`src/rtl/test_port_writer_fib_seq_gen.sv`:
```
// -----------------------------------------------------------------------------
// fib_seq_gen
// Holds the Fibonacci pair fa/fb and walks it up, turns once, then walks it
// back down.
//   clk  : clock, rising edge
//   rst  : asynchronous active-low reset (fa=0, fb=1)
//   init : restart the sequence at fa=0, fb=1 (ascending)
//   step : advance one term
//   dir  : 0 = ascending, 1 = descending (first descending step is the turn)
//   fa   : current term
// -----------------------------------------------------------------------------
module fib_seq_gen (
  input  logic        clk,
  input  logic        rst,
  input  logic        init,
  input  logic        step,
  input  logic        dir,
  output logic [31:0] fa
);

  logic [31:0] fa_reg;
  logic [31:0] fb_reg;
  logic        desc_reg;  // turn already taken in this run

  always_ff @(posedge clk or negedge rst) begin
    if (!rst) begin
      fa_reg   <= 32'd0;
      fb_reg   <= 32'd1;
      desc_reg <= 1'b0;
    end else if (init) begin
      fa_reg   <= 32'd0;
      fb_reg   <= 32'd1;
      desc_reg <= 1'b0;
    end else if (step) begin
      if (!dir) begin
        fa_reg <= fb_reg;
        fb_reg <= fa_reg + fb_reg;
      end else if (!desc_reg) begin
        // Turn: the top term is sent twice, so fa holds and fb drops to the
        // term below it.
        fb_reg   <= fb_reg - fa_reg;
        desc_reg <= 1'b1;
      end else begin
        fa_reg <= fb_reg;
        fb_reg <= fa_reg - fb_reg;
      end
    end
  end

  assign fa = fa_reg;

endmodule

```
`config.mk`:
```
export PLATFORM = sky130hd
export DESIGN_NAME = fib_seq_gen
export DESIGN_NICKNAME = d
export VERILOG_FILES = /design/src/rtl/test_port_writer_fib_seq_gen.sv
export SDC_FILE = /design/constraint.sdc
export NUM_CORES = 1
export LEC_CHECK = 0
export CAP_MARGIN = 0
export CORE_MARGIN = 4
export CORE_UTILIZATION = 55
export CTS_CLUSTER_SIZE = 20
export DETAILED_ROUTE_END_ITERATION = 7
export GPL_TIMING_DRIVEN = 1
export PLACE_DENSITY = 0.73
export SYNTH_ARGS = -nofsm -noshare
export SYNTH_HDL_FRONTEND = slang
export SYNTH_SLANG_ARGS = --single-unit
```
`constraint.sdc`:
```
create_clock -name clk -period 3.8 [get_ports clk]
set_input_delay 0.76 -clock clk [delete_from_list [all_inputs] [get_ports clk]]
set_output_delay 0.76 -clock clk [all_outputs]
set_load 0.01 [all_outputs]
```
==> results of run 1 <==
## cells in the final DEF, fill, tap and decap left out, types with 7 or more instances in the layout
cell type / netlist / routed
nor2_1: 77 / 76
nand2_1: 49 / 49
nand2b_1: 13 / 13
a211oi_1: 26 / 26
o21ai_0: 57 / 57
buf_4: 7 / 19
dfrtp_1: 64 / 64
clkbuf_16: 0 / 9
clkdlybuf4s50_1: 0 / 32
a211o_1: 8 / 8
mux2i_1: 21 / 21
a22o_1: 32 / 32
nor2b_1: 11 / 11
nand4_1: 8 / 8
a21oi_1: 106 / 106
o21bai_1: 24 / 24
ha_1: 105 / 105
or3_1: 14 / 14
o211ai_1: 17 / 17
nor3_1: 26 / 26
xnor2_1: 14 / 14
a21o_1: 23 / 23
nand3_1: 21 / 21
nor4_1: 8 / 8
o21a_1: 7 / 7
inv_1: 96 / 96
## area by class of cell
class                           count  area (µm²)
Clock buffer                       12         246
Clock inverter                      3        17.5
Fill cell                        1258        5380
Inverter                           98         368
Multi-Input combinational cell    773        5590
Sequential cell                    65        1630
Tap cell                          180         225
Timing Repair Buffer               54         478
## per-layer routing
metal | up-vias | GRT usage [%]
met2 | 403 | 47.7
met3 | 57 | 5.33
met4 | 0 | 10.4
met5 | - | 0
li1 | 3616 | -
met1 | 3649 | 43.8
## critical path, stage by stage (launching register included)
cell and delay [ns]:
dfstp_2 0.57, ha_1 0.19, inv_1 0.06, fa_1 0.40, o21bai_2 0.14, a21oi_1 0.11, o31a_1 0.27, or3_1 0.41
a21boi_2 0.31, o21ai_1 0.16, a31oi_4 0.25, nor3_1 0.08, a2111oi_2 0.33
## metrics by stage
stage               utilization, %  instances  hold WS, ns  worst slack (ns)  power, mW
floorplan                        -        994        0.464             0.774       2.33
global placement              59.5       1170        0.527             0.524       2.91
detailed placement            59.5       1170        0.523             0.455       2.92
CTS                           61.4       1185        0.553             0.433       3.71
global route                  61.4       1185        0.573             0.136       3.99
finish                        61.4       1185        0.535             0.412       3.77
## synthesized netlist by cell type (24+ instances only)
master,number
nand2_1,49
o21ai_0,57
nor2_1,77
a211oi_1,26
a22o_1,32
inv_1,96
ha_1,105
clkbuf_1,31
nor3_1,26
dfrtp_1,64
o21bai_1,24
a21oi_1,106
## cell families (layout without fill, tap and decap cells)
logic type               after synthesis  count (layout)  share of synthesized area [%]
AO/OA/AOI/OAI                        375             375                           32.8
XOR/XNOR                              17              17                           1.89
adder cells (fa/ha/maj)              108             108                           17.4
buffers and inverters                156             167                           8.46
flip-flops                            65              65                           20.7
multiplexers                          27              27                           3.52
AND/OR/NAND/NOR                      246             246                           15.2
## power by group
group | internal, mW | leakage, nW | switching (mW) | total [mW]
clock | 0.454 | 0.128 | 0.330 | 0.784
combinational | 0.757 | 2.89 | 1.36 | 2.12
sequential | 0.764 | 0.880 | 0.102 | 0.866
## path summary, 6_finish.rpt
path,startpoint,end,slack [ns],depth (start not counted)
min in group clk,fb_reg[31]$_DFFE_PN0P_,fa[31]$_DFFE_PN0P_,0.56,1
hold reg to reg,fb_reg[31]$_DFFE_PN0P_,fa[31]$_DFFE_PN0P_,0.56,1
setup reg to reg,fb_reg[0]$_DFFE_PN1P_,fb_reg[22]$_DFFE_PN0P_,0.41,12
hold / removal,rst,fa[13]$_DFFE_PN0P_,0.54,1
max in group asynchronous,rst,fb_reg[2]$_DFFE_PN0P_,2.69,1
setup / recovery,fb_reg[0]$_DFFE_PN1P_,fb_reg[22]$_DFFE_PN0P_,0.41,12
==> impl_metrics.sql, run 1 <==
INSERT INTO impl_metrics (metric_group, metric, value, unit) VALUES
('run_status', 'status', 'finished clean', ''),
('route', 'detail_route_met2_wl', '11.1', 'mm'),
('power_and_ir_drop', 'cellLeakagePower', '3.90', 'nW'),
('floorplanning', 'coreArea', '0.0139', 'mm²'),
('timing', 'maxSlewViolCount', '0', ''),
('logic_synthesis', 'synth_sequential_area_ratio', '20.7', '%'),
('logic_synthesis', 'post-synth-top-area-cell', 'dfrtp_1', ''),
('timing', 'min_period_over_period', '89.1', '%'),
('logic_synthesis', 'synth.area.top_cells', 'dfrtp_1, ha_1, a21oi_1, inv_1, nor2_1', ''),
('route', 'ant_nets', '0', ''),
('timing', 'max-slew-margin-rel', '34.8', '%'),
('place', 'numPortBuffers', '36', ''),
('power_and_ir_drop', 'powerDensity', '441', 'mW/mm²'),
('timing', 'final.setup_skew', '0.0100', 'ns'),
('logic_synthesis', 'postSynthRegisterBits', '65', ''),
('logic_synthesis', 'synth-warning-count', '0', ''),
('timing', 'finalSetupViolCount', '0', ''),
('critical_path', 'crit_arrival', '3.63', 'ns'),
('layout', 'drive_gt1_share', '6.47', '%'),
('cts', 'cts_tree', 'done', ''),
('route', 'drc', '0', ''),
('layout', 'antenna-diode-count', '0', ''),
('grt', 'antenna_found_initial', '0', ''),
('floorplanning', 'die-width', '128', 'µm'),
('place', 'dp_hpwl', '18.4', 'mm'),
('logic_synthesis', 'netlist_area', '0.00788', 'mm²'),
('floorplanning', 'die_height', '128', 'µm'),
('route', 'detailedRoute.firstIterationViolations', '811', ''),
('route', 'detail_route.wirelength', '25.1', 'mm'),
('floorplanning', 'dieArea', '0.0163', 'mm²'),
('logic_synthesis', 'dominantRegCellSynth', 'dfrtp_1', ''),
('route', 'dr_total_vias', '7725', ''),
('logic_synthesis', 'synth_largest_type_area_fraction', '20.3', '%'),
('layout', 'final_nets', '1114', ''),
('cts', 'max-clock-path-buffers', '2', ''),
('floorplanning', 'ios', '37', ''),
('layout', 'syn2layout_area_growth', '8.51', '%'),
('grt', 'first_global_vias', '7370', ''),
('place', 'place_area', '0.00829', 'mm²'),
('critical_path', 'critPathCaptureType', 'register', ''),
('route', 'detailroute.wirelength.met3', '2.29', 'mm'),
('grt', 'grt_remaining_overflow', '0', ''),
('timing', 'achievable-frequency', '295', 'MHz'),
('timing', 'timing.final.crit_period', '3.39', 'ns'),
('logic_synthesis', 'synthArstFlopShare', '100', '%'),
('critical_path', 'critical_path_required', '4.04', 'ns'),
('place', 'place_congestion', '1.02', ''),
('hold_path', 'min_path_type', 'in -> async', ''),
('critical_path', 'setup.worst_path.start_class', 'register', ''),
('cts', 'clock_sinks', '65', ''),
('cts', 'clock_insertion_delay_worst_skew', '0.35', 'ns'),
('logic_synthesis', 'postSynthCellCount', '994', ''),
('cts', 'postCtsSetupBuffers', '0', ''),
('timing', 'grt_setup_unrepaired', 'false', ''),
('route', 'detail_route.wl_per_cell', '21.2', 'µm'),
('cts', 'cts_inserted_buffers', '9', ''),
('cts', 'clkTransAtPathRegs', '0.06', 'ns'),
('floorplanning', 'rows', '43', ''),
('cts', 'htree_num_levels', '3', ''),
('timing', 'final.setup.tns', '0', 'ns'),
('route', 'post_route_m1_wl', '11.1', 'mm'),
('grt', 'grt_pass1_wl', '40.3', 'mm'),
('cts', 'cts_hold_buffers', '0', ''),
('cts', 'postCtsResizedCells', '0', ''),
('logic_synthesis', 'edff_count_synth', '0', ''),
('job', 'max-cap-violations', '0', ''),
('logic_synthesis', 'syn-num-nets', '1107', ''),
('critical_path', 'worstSetupPathType', 'reg -> reg', ''),
('critical_path', 'path_max_fanout', '6', ''),
('cts', 'clk_root_buffer_cell', 'clkbuf_16', ''),
('grt', 'globalRouteTotalUtil', '30.9', '%'),
('route', 'avgViaCountPerCell', '6.52', ''),
('power_and_ir_drop', 'ir_drop', '254', 'µV'),
('logic_synthesis', 'yosys.cell_types.count', '79', ''),
('timing', 'tightestPinTransition', '0.978', 'ns'),
('logic_synthesis', 'post_synth.cell_area_avg', '7.93', 'µm²'),
('route', 'top_layer_used', 'met4', ''),
('floorplanning', 'initial_core_utilization', '56.6', '%'),
('timing', 'final_hold_viol_count', '0', ''),
('layout', 'layout.cell_area.non_filler', '0.00855', 'mm²'),
('route', 'first_pass_iters', '5', ''),
('grt', 'maximum_number_of_pins_on_one_net_before_global_route_repair', '66', '');
No activity file was read; power rests on OpenSTA's default activity.
==> inputs of run 2 (changes only) <==
- CORE_ASPECT_RATIO: unset -> 0.7
- GPL_TIMING_DRIVEN: 1 -> unset
==> impl_metrics.sql, run 2 (synthesized netlist as in run 1, its figures left out) <==
INSERT INTO impl_metrics (metric_group, metric, value, unit) VALUES
('grt', 'grt_remaining_overflow', '0', ''),
('timing', 'tightestPinTransition', '0.968', 'ns'),
('cts', 'cts_tree', 'done', ''),
('power_and_ir_drop', 'ir_drop', '295', 'µV'),
('critical_path', 'setup.worst_path.start_class', 'register', ''),
('critical_path', 'timing.reg2reg.setup_slack', '0.32', 'ns'),
('power_and_ir_drop', 'powerDensity', '443', 'mW/mm²'),
('route', 'avgViaCountPerCell', '6.51', ''),
('critical_path', 'regToRegEndpoint', 'fb_reg[22]$_DFFE_PN0P_', ''),
('floorplanning', 'coreArea', '0.0140', 'mm²'),
('cts', 'cts_hold_buffers', '0', ''),
('critical_path', 'critical_path_required', '4.04', 'ns'),
('critical_path', 'worstSetupPathType', 'reg -> reg', ''),
('critical_path', 'crit_arrival', '3.72', 'ns'),
('cts', 'cts_inserted_buffers', '9', ''),
('grt', 'grt_pass1_wl', '40.1', 'mm'),
('grt', 'maximum_number_of_pins_on_one_net_before_global_route_repair', '66', ''),
('floorplanning', 'dieArea', '0.0163', 'mm²'),
('timing', 'maxSlewViolCount', '0', ''),
('place', 'dp_hpwl', '18.9', 'mm'),
('cts', 'clkTransAtPathRegs', '0.06', 'ns'),
('timing', 'grt_setup_unrepaired', 'false', ''),
('layout', 'fill_cells', '1295', ''),
('cts', 'htree_num_levels', '3', ''),
('floorplanning', 'rows', '36', ''),
('cts', 'postCtsResizedCells', '0', ''),
('timing', 'final_hold_viol_count', '0', ''),
('power_and_ir_drop', 'cellLeakagePower', '3.91', 'nW'),
('critical_path', 'critPathCaptureType', 'register', ''),
('layout', 'final_nets', '1117', ''),
('floorplanning', 'die-width', '151', 'µm'),
('timing', 'timing.final.crit_period', '3.48', 'ns'),
('hold_path', 'min_path_type', 'in -> async', ''),
('floorplanning', 'initial_core_utilization', '56.4', '%'),
('timing', 'min_period_over_period', '91.5', '%'),
('grt', 'first_global_vias', '7290', ''),
('cts', 'clk_root_buffer_cell', 'clkbuf_16', ''),
('timing', 'final.setup_skew', '0.0118', 'ns'),
('floorplanning', 'die_height', '108', 'µm'),
('layout', 'syn2layout_area_growth', '9.05', '%'),
('grt', 'globalRouteTotalUtil', '31.4', '%'),
('critical_path', 'rr_worst_depth', '12', ''),
('critical_path', 'path_max_fanout', '6', ''),
('run_status', 'status', 'finished clean', ''),
('critical_path', 'critical_path.max_stage_delay', '0.57', 'ns'),
('layout', 'final_core_utilization', '61.6', '%'),
('place', 'place_congestion', '1.06', ''),
('layout', 'layout.cells.most_common', 'a21oi_1', ''),
('cts', 'clock_sinks', '65', ''),
('critical_path', 'r2r-start', 'fb_reg[0]$_DFFE_PN1P_', ''),
('route', 'dr_total_vias', '7811', ''),
('timing', 'final.setup.tns', '0', 'ns'),
('route', 'first_pass_iters', '8', ''),
('floorplanning', 'ios', '37', ''),
('route', 'ant_nets', '0', ''),
('layout', 'most-common-layout-cells', 'a21oi_1, ha_1, inv_1, nor2_1, dfrtp_1', ''),
('layout', 'antenna-diode-count', '0', ''),
('timing', 'achievable-frequency', '287', 'MHz'),
('route', 'detailedRoute.firstIterationViolations', '1231', ''),
('timing', 'max-slew-margin-rel', '35.4', '%'),
('critical_path', 'critical-path-slowest-cell', 'dfstp_2', ''),
('timing', 'finalSetupViolCount', '0', ''),
('route', 'detail_route.wl_per_cell', '21.0', 'µm'),
('cts', 'clock_insertion_delay_worst_skew', '0.35', 'ns'),
('cts', 'max-clock-path-buffers', '2', ''),
('critical_path', 'cp_cell_sequence', 'ha_1, inv_1, fa_1, a21o_1, a221oi_4, a21oi_2, a2111o_1, a41oi_2, nor2_1, a31oi_4, nor3_1, a2111oi_2', ''),
('grt', 'antenna_found_initial', '0', ''),
('route', 'drc', '0', ''),
('layout', 'drive_gt1_share', '6.74', '%'),
('route', 'detail_route.wirelength', '25.2', 'mm'),
('job', 'max-cap-violations', '0', ''),
('cts', 'postCtsSetupBuffers', '0', ''),
('place', 'numPortBuffers', '36', '');
==> run 2: cell count changes in the layout (fill, tap and decap cells not counted), sizes merged <==
cell / change
clkinv: +1
buf: +3
==> run 2: metal layers <==
layer / up-vias / track usage (%) / wire length, µm
met2: 465 / 41.7 / 9640
met4: 0 / 7.18 / 557
li1: 3628 / - / -
met1: 3658 / 50.0 / 12300
met5: - / 0 / 0
met3: 60 / 7.42 / 2700
==> run 2: worst max path at each step <==
| stage | start | endpoint | slack (ns) | depth (start not counted) |
|---|---|---|---|---|
| 6_report | fb_reg[0]$_DFFE_PN1P_ | fb_reg[22]$_DFFE_PN0P_ | 0.32 | 12 |
| 5_1_grt | fb_reg[0]$_DFFE_PN1P_ | fb_reg[26]$_DFFE_PN0P_ | 0.004 | 12 |
| 4_1_cts | fb_reg[0]$_DFFE_PN1P_ | fb_reg[22]$_DFFE_PN0P_ | 0.37 | 12 |
| 3_5_place_dp | fb_reg[0]$_DFFE_PN1P_ | fb_reg[22]$_DFFE_PN0P_ | 0.38 | 12 |
| 3_3_place_gp | fb_reg[0]$_DFFE_PN1P_ | fb_reg[20]$_DFFE_PN0P_ | 0.44 | 12 |
| 2_1_floorplan | fb_reg[0]$_DFFE_PN1P_ | fb_reg[22]$_DFFE_PN0P_ | 0.77 | 12 |
==> run 2: final cells by class <==
cell class	instances	area [µm²]	share of cell area, %
clock buffers	12	236	2.75
clock inverters	4	22.5	0.262
inverters	98	368	4.28
multi-input cells	773	5590	65.0
flip-flops and latches	65	1630	18.9
well taps	190	238	2.77
repair buffers	57	513	5.97
==> run 2: report_power, final <==
| part | leakage, nW | switching [mW] | internal, mW |
|---|---|---|---|
| sequential | 0.880 | 0.107 | 0.764 |
| clock | 0.126 | 0.330 | 0.439 |
| combinational | 2.90 | 1.39 | 0.781 |
==> run 2: critical path: cells and delay by family, from the launching register on <==
| family | cells | cell delay [ns] |
|---|---|---|
| AO/OA/AOI/OAI | 7 | 2.01 |
| flip-flops | 1 | 0.57 |
| adder cells (fa/ha/maj) | 2 | 0.54 |
| AND/OR/NAND/NOR | 2 | 0.20 |
| buffers and inverters | 1 | 0.05 |
==> run 2: per-stage QoR <==
step	worst slack (ns)	cell area (µm²)	hold WS (ns)	power, mW	cells
after CTS	0.370	8590	0.558	3.73	1199
after detailed placement	0.381	8340	0.532	2.95	1183
after global placement	0.444	8340	0.523	2.95	1183
after floorplan	0.774	7880	0.464	2.33	994
after global routing	0.00432	8590	0.571	4.04	1199
final	0.322	8590	0.536	3.81	1199
==> inputs of run 3 (changes only) <==
- CORE_MARGIN: 4 -> 2
- DONT_BUFFER_PORTS: unset -> 1
- PLACE_DENSITY: 0.73 -> 0.69
==> impl_metrics.sql, run 3 (synthesized netlist as in run 1, its figures left out) <==
INSERT INTO impl_metrics (metric_group, metric, value, unit) VALUES
('route', 'avgViaCountPerCell', '6.58', ''),
('cts', 'postCtsResizedCells', '0', ''),
('place', 'place_area', '0.00795', 'mm²'),
('floorplanning', 'dieArea', '0.0153', 'mm²'),
('timing', 'final.setup_skew', '0.0128', 'ns'),
('grt', 'grt_pass1_wl', '40.1', 'mm'),
('cts', 'clkTransAtPathRegs', '0.07', 'ns'),
('critical_path', 'worstSetupPathType', 'reg -> reg', ''),
('cts', 'clock_insertion_delay_worst_skew', '0.35', 'ns'),
('floorplanning', 'rows', '36', ''),
('timing', 'maxSlewViolCount', '0', ''),
('run_status', 'status', 'finished clean', ''),
('timing', 'timing.final.crit_period', '3.51', 'ns'),
('cts', 'cts_inserted_buffers', '9', ''),
('timing', 'hold_ws', '0.105', 'ns'),
('timing', 'max-slew-margin-rel', '36.7', '%'),
('route', 'detail_route.wirelength', '24.9', 'mm'),
('critical_path', 'critPathCaptureType', 'register', ''),
('floorplanning', 'die-width', '147', 'µm'),
('layout', 'layout.cell_area.non_filler', '0.00822', 'mm²'),
('critical_path', 'rr_worst_depth', '13', ''),
('cts', 'clk_root_buffer_cell', 'clkbuf_16', ''),
('route', 'detailedRoute.firstIterationViolations', '924', ''),
('grt', 'grt_remaining_overflow', '0', ''),
('grt', 'antenna_found_initial', '0', ''),
('cts', 'cts_tree', 'done', ''),
('place', 'post-place-cells', '1143', ''),
('critical_path', 'crit_arrival', '3.75', 'ns'),
('cts', 'clock_sinks', '65', ''),
('layout', 'final_nets', '1077', ''),
('cts', 'cts_hold_buffers', '0', ''),
('layout', 'antenna-diode-count', '0', ''),
('place', 'numPortBuffers', '0', ''),
('hold_path', 'min_path_type', 'in -> async', ''),
('route', 'dr_total_vias', '7621', ''),
('place', 'place_congestion', '1.00', ''),
('floorplanning', 'die_height', '104', 'µm'),
('critical_path', 'critical_path.max_stage_delay', '0.47', 'ns'),
('grt', 'first_global_vias', '7072', ''),
('timing', 'tightestPinTransition', '0.949', 'ns'),
('floorplanning', 'coreArea', '0.0140', 'mm²'),
('route', 'drc', '0', ''),
('critical_path', 'cp_cell_sequence', 'inv_1, ha_1, inv_1, fa_1, a21o_1, a221oi_4, a21oi_2, a2111o_1, a41oi_2, nor2_1, a31oi_4, nor3_1, a2111oi_2', ''),
('layout', 'drive_gt1_share', '6.19', '%'),
('timing', 'final_hold_viol_count', '0', ''),
('timing', 'setup_ws', '0.290', 'ns'),
('power_and_ir_drop', 'ir_drop', '290', 'µV'),
('timing', 'finalSetupViolCount', '0', ''),
('timing', 'achievable-frequency', '285', 'MHz'),
('layout', 'layout.cells.most_common', 'a21oi_1', ''),
('place', 'dp_hpwl', '18.5', 'mm'),
('floorplanning', 'ios', '37', ''),
('layout', 'syn2layout_area_growth', '4.27', '%'),
('job', 'max-cap-violations', '0', ''),
('critical_path', 'setup.worst_path.start_class', 'register', ''),
('critical_path', 'critical-path-slowest-cell', 'dfrtp_1', ''),
('route', 'detail_route.wl_per_cell', '21.5', 'µm'),
('critical_path', 'critical_path_required', '4.04', 'ns'),
('power_and_ir_drop', 'totalPowerFinal', '3.73', 'mW'),
('critical_path', 'path_max_fanout', '6', ''),
('grt', 'globalRouteTotalUtil', '33.0', '%'),
('floorplanning', 'initial_core_utilization', '56.4', '%'),
('critical_path', 'timing.reg2reg.setup_slack', '0.29', 'ns'),
('timing', 'min_period_over_period', '92.4', '%'),
('power_and_ir_drop', 'cellLeakagePower', '3.77', 'nW'),
('critical_path', 'timing.critical_path.mode_cell', 'inv_1', ''),
('layout', 'non_filler_instance_count_after_layout', '1159', ''),
('cts', 'htree_num_levels', '3', ''),
('cts', 'max-clock-path-buffers', '2', ''),
('route', 'ant_nets', '0', ''),
('power_and_ir_drop', 'powerDensity', '454', 'mW/mm²'),
('critical_path', 'r2r-start', 'fa[0]$_DFFE_PN0P_', ''),
('place', 'placement_setup_slack', '0.430', 'ns'),
('critical_path', 'regToRegEndpoint', 'fb_reg[22]$_DFFE_PN0P_', ''),
('cts', 'postCtsSetupBuffers', '0', ''),
('layout', 'final_core_utilization', '58.9', '%'),
('layout', 'fill_cells', '1302', ''),
('route', 'first_pass_iters', '5', ''),
('grt', 'maximum_number_of_pins_on_one_net_before_global_route_repair', '66', ''),
('timing', 'final.setup.tns', '0', 'ns'),
('layout', 'most-common-layout-cells', 'a21oi_1, ha_1, inv_1, nor2_1, dfrtp_1', ''),
('timing', 'grt_setup_unrepaired', 'false', '');
==> run 3: cell count changes in the layout (fill, tap and decap cells not counted) <==
cell / change
clkinv_2: -1
buf_2: -3
buf_12: -1
buf_4: -4
clkdlybuf4s50_1: -32
clkbuf_8: +1
==> run 3: area by class of cell <==
class | count | area [µm²] | share of cell area, %
Inverter | 98 | 368 | 4.48
Tap cell | 190 | 238 | 2.89
Sequential cell | 65 | 1630 | 19.8
Multi-Input combinational cell | 773 | 5590 | 68.0
Clock inverter | 3 | 17.5 | 0.213
Timing Repair Buffer | 17 | 128 | 1.55
Clock buffer | 13 | 250 | 3.05
==> run 3: worst max path at each step <==
stage	start	endpoint	cells after the start
global placement	fa[0]$_DFFE_PN0P_	fb_reg[22]$_DFFE_PN0P_	13
finish	fa[0]$_DFFE_PN0P_	fb_reg[22]$_DFFE_PN0P_	13
floorplan	fb_reg[0]$_DFFE_PN1P_	fb_reg[22]$_DFFE_PN0P_	12
detailed placement	fb_reg[0]$_DFFE_PN1P_	fb_reg[24]$_DFFE_PN0P_	12
global route	fa[6]$_DFFE_PN0P_	fb_reg[19]$_DFFE_PN0P_	11
CTS	fa[0]$_DFFE_PN0P_	fb_reg[22]$_DFFE_PN0P_	13
==> run 3: metal layers <==
layer	routed length, µm	share of wire [%]	GRT usage [%]
met5	0	0	0
met4	539	2.2	7.76
met3	2940	12	9.25
met2	9650	39	44.0
met1	11800	47	51.6
==> run 3: report_power, final <==
part	switching, mW	internal [mW]	total (mW)
Combinational	1.31	0.735	2.05
Sequential	0.122	0.764	0.886
Clock	0.337	0.458	0.796
==> run 3: worst max-delay path, delay by kind of cell, from the launching register on <==
family | cells | cell delay, ns
AO/OA/AOI/OAI | 7 | 1.99
adder cells (fa/ha/maj) | 2 | 0.55
buffers and inverters | 2 | 0.18
flip-flops | 1 | 0.47
AND/OR/NAND/NOR | 2 | 0.21
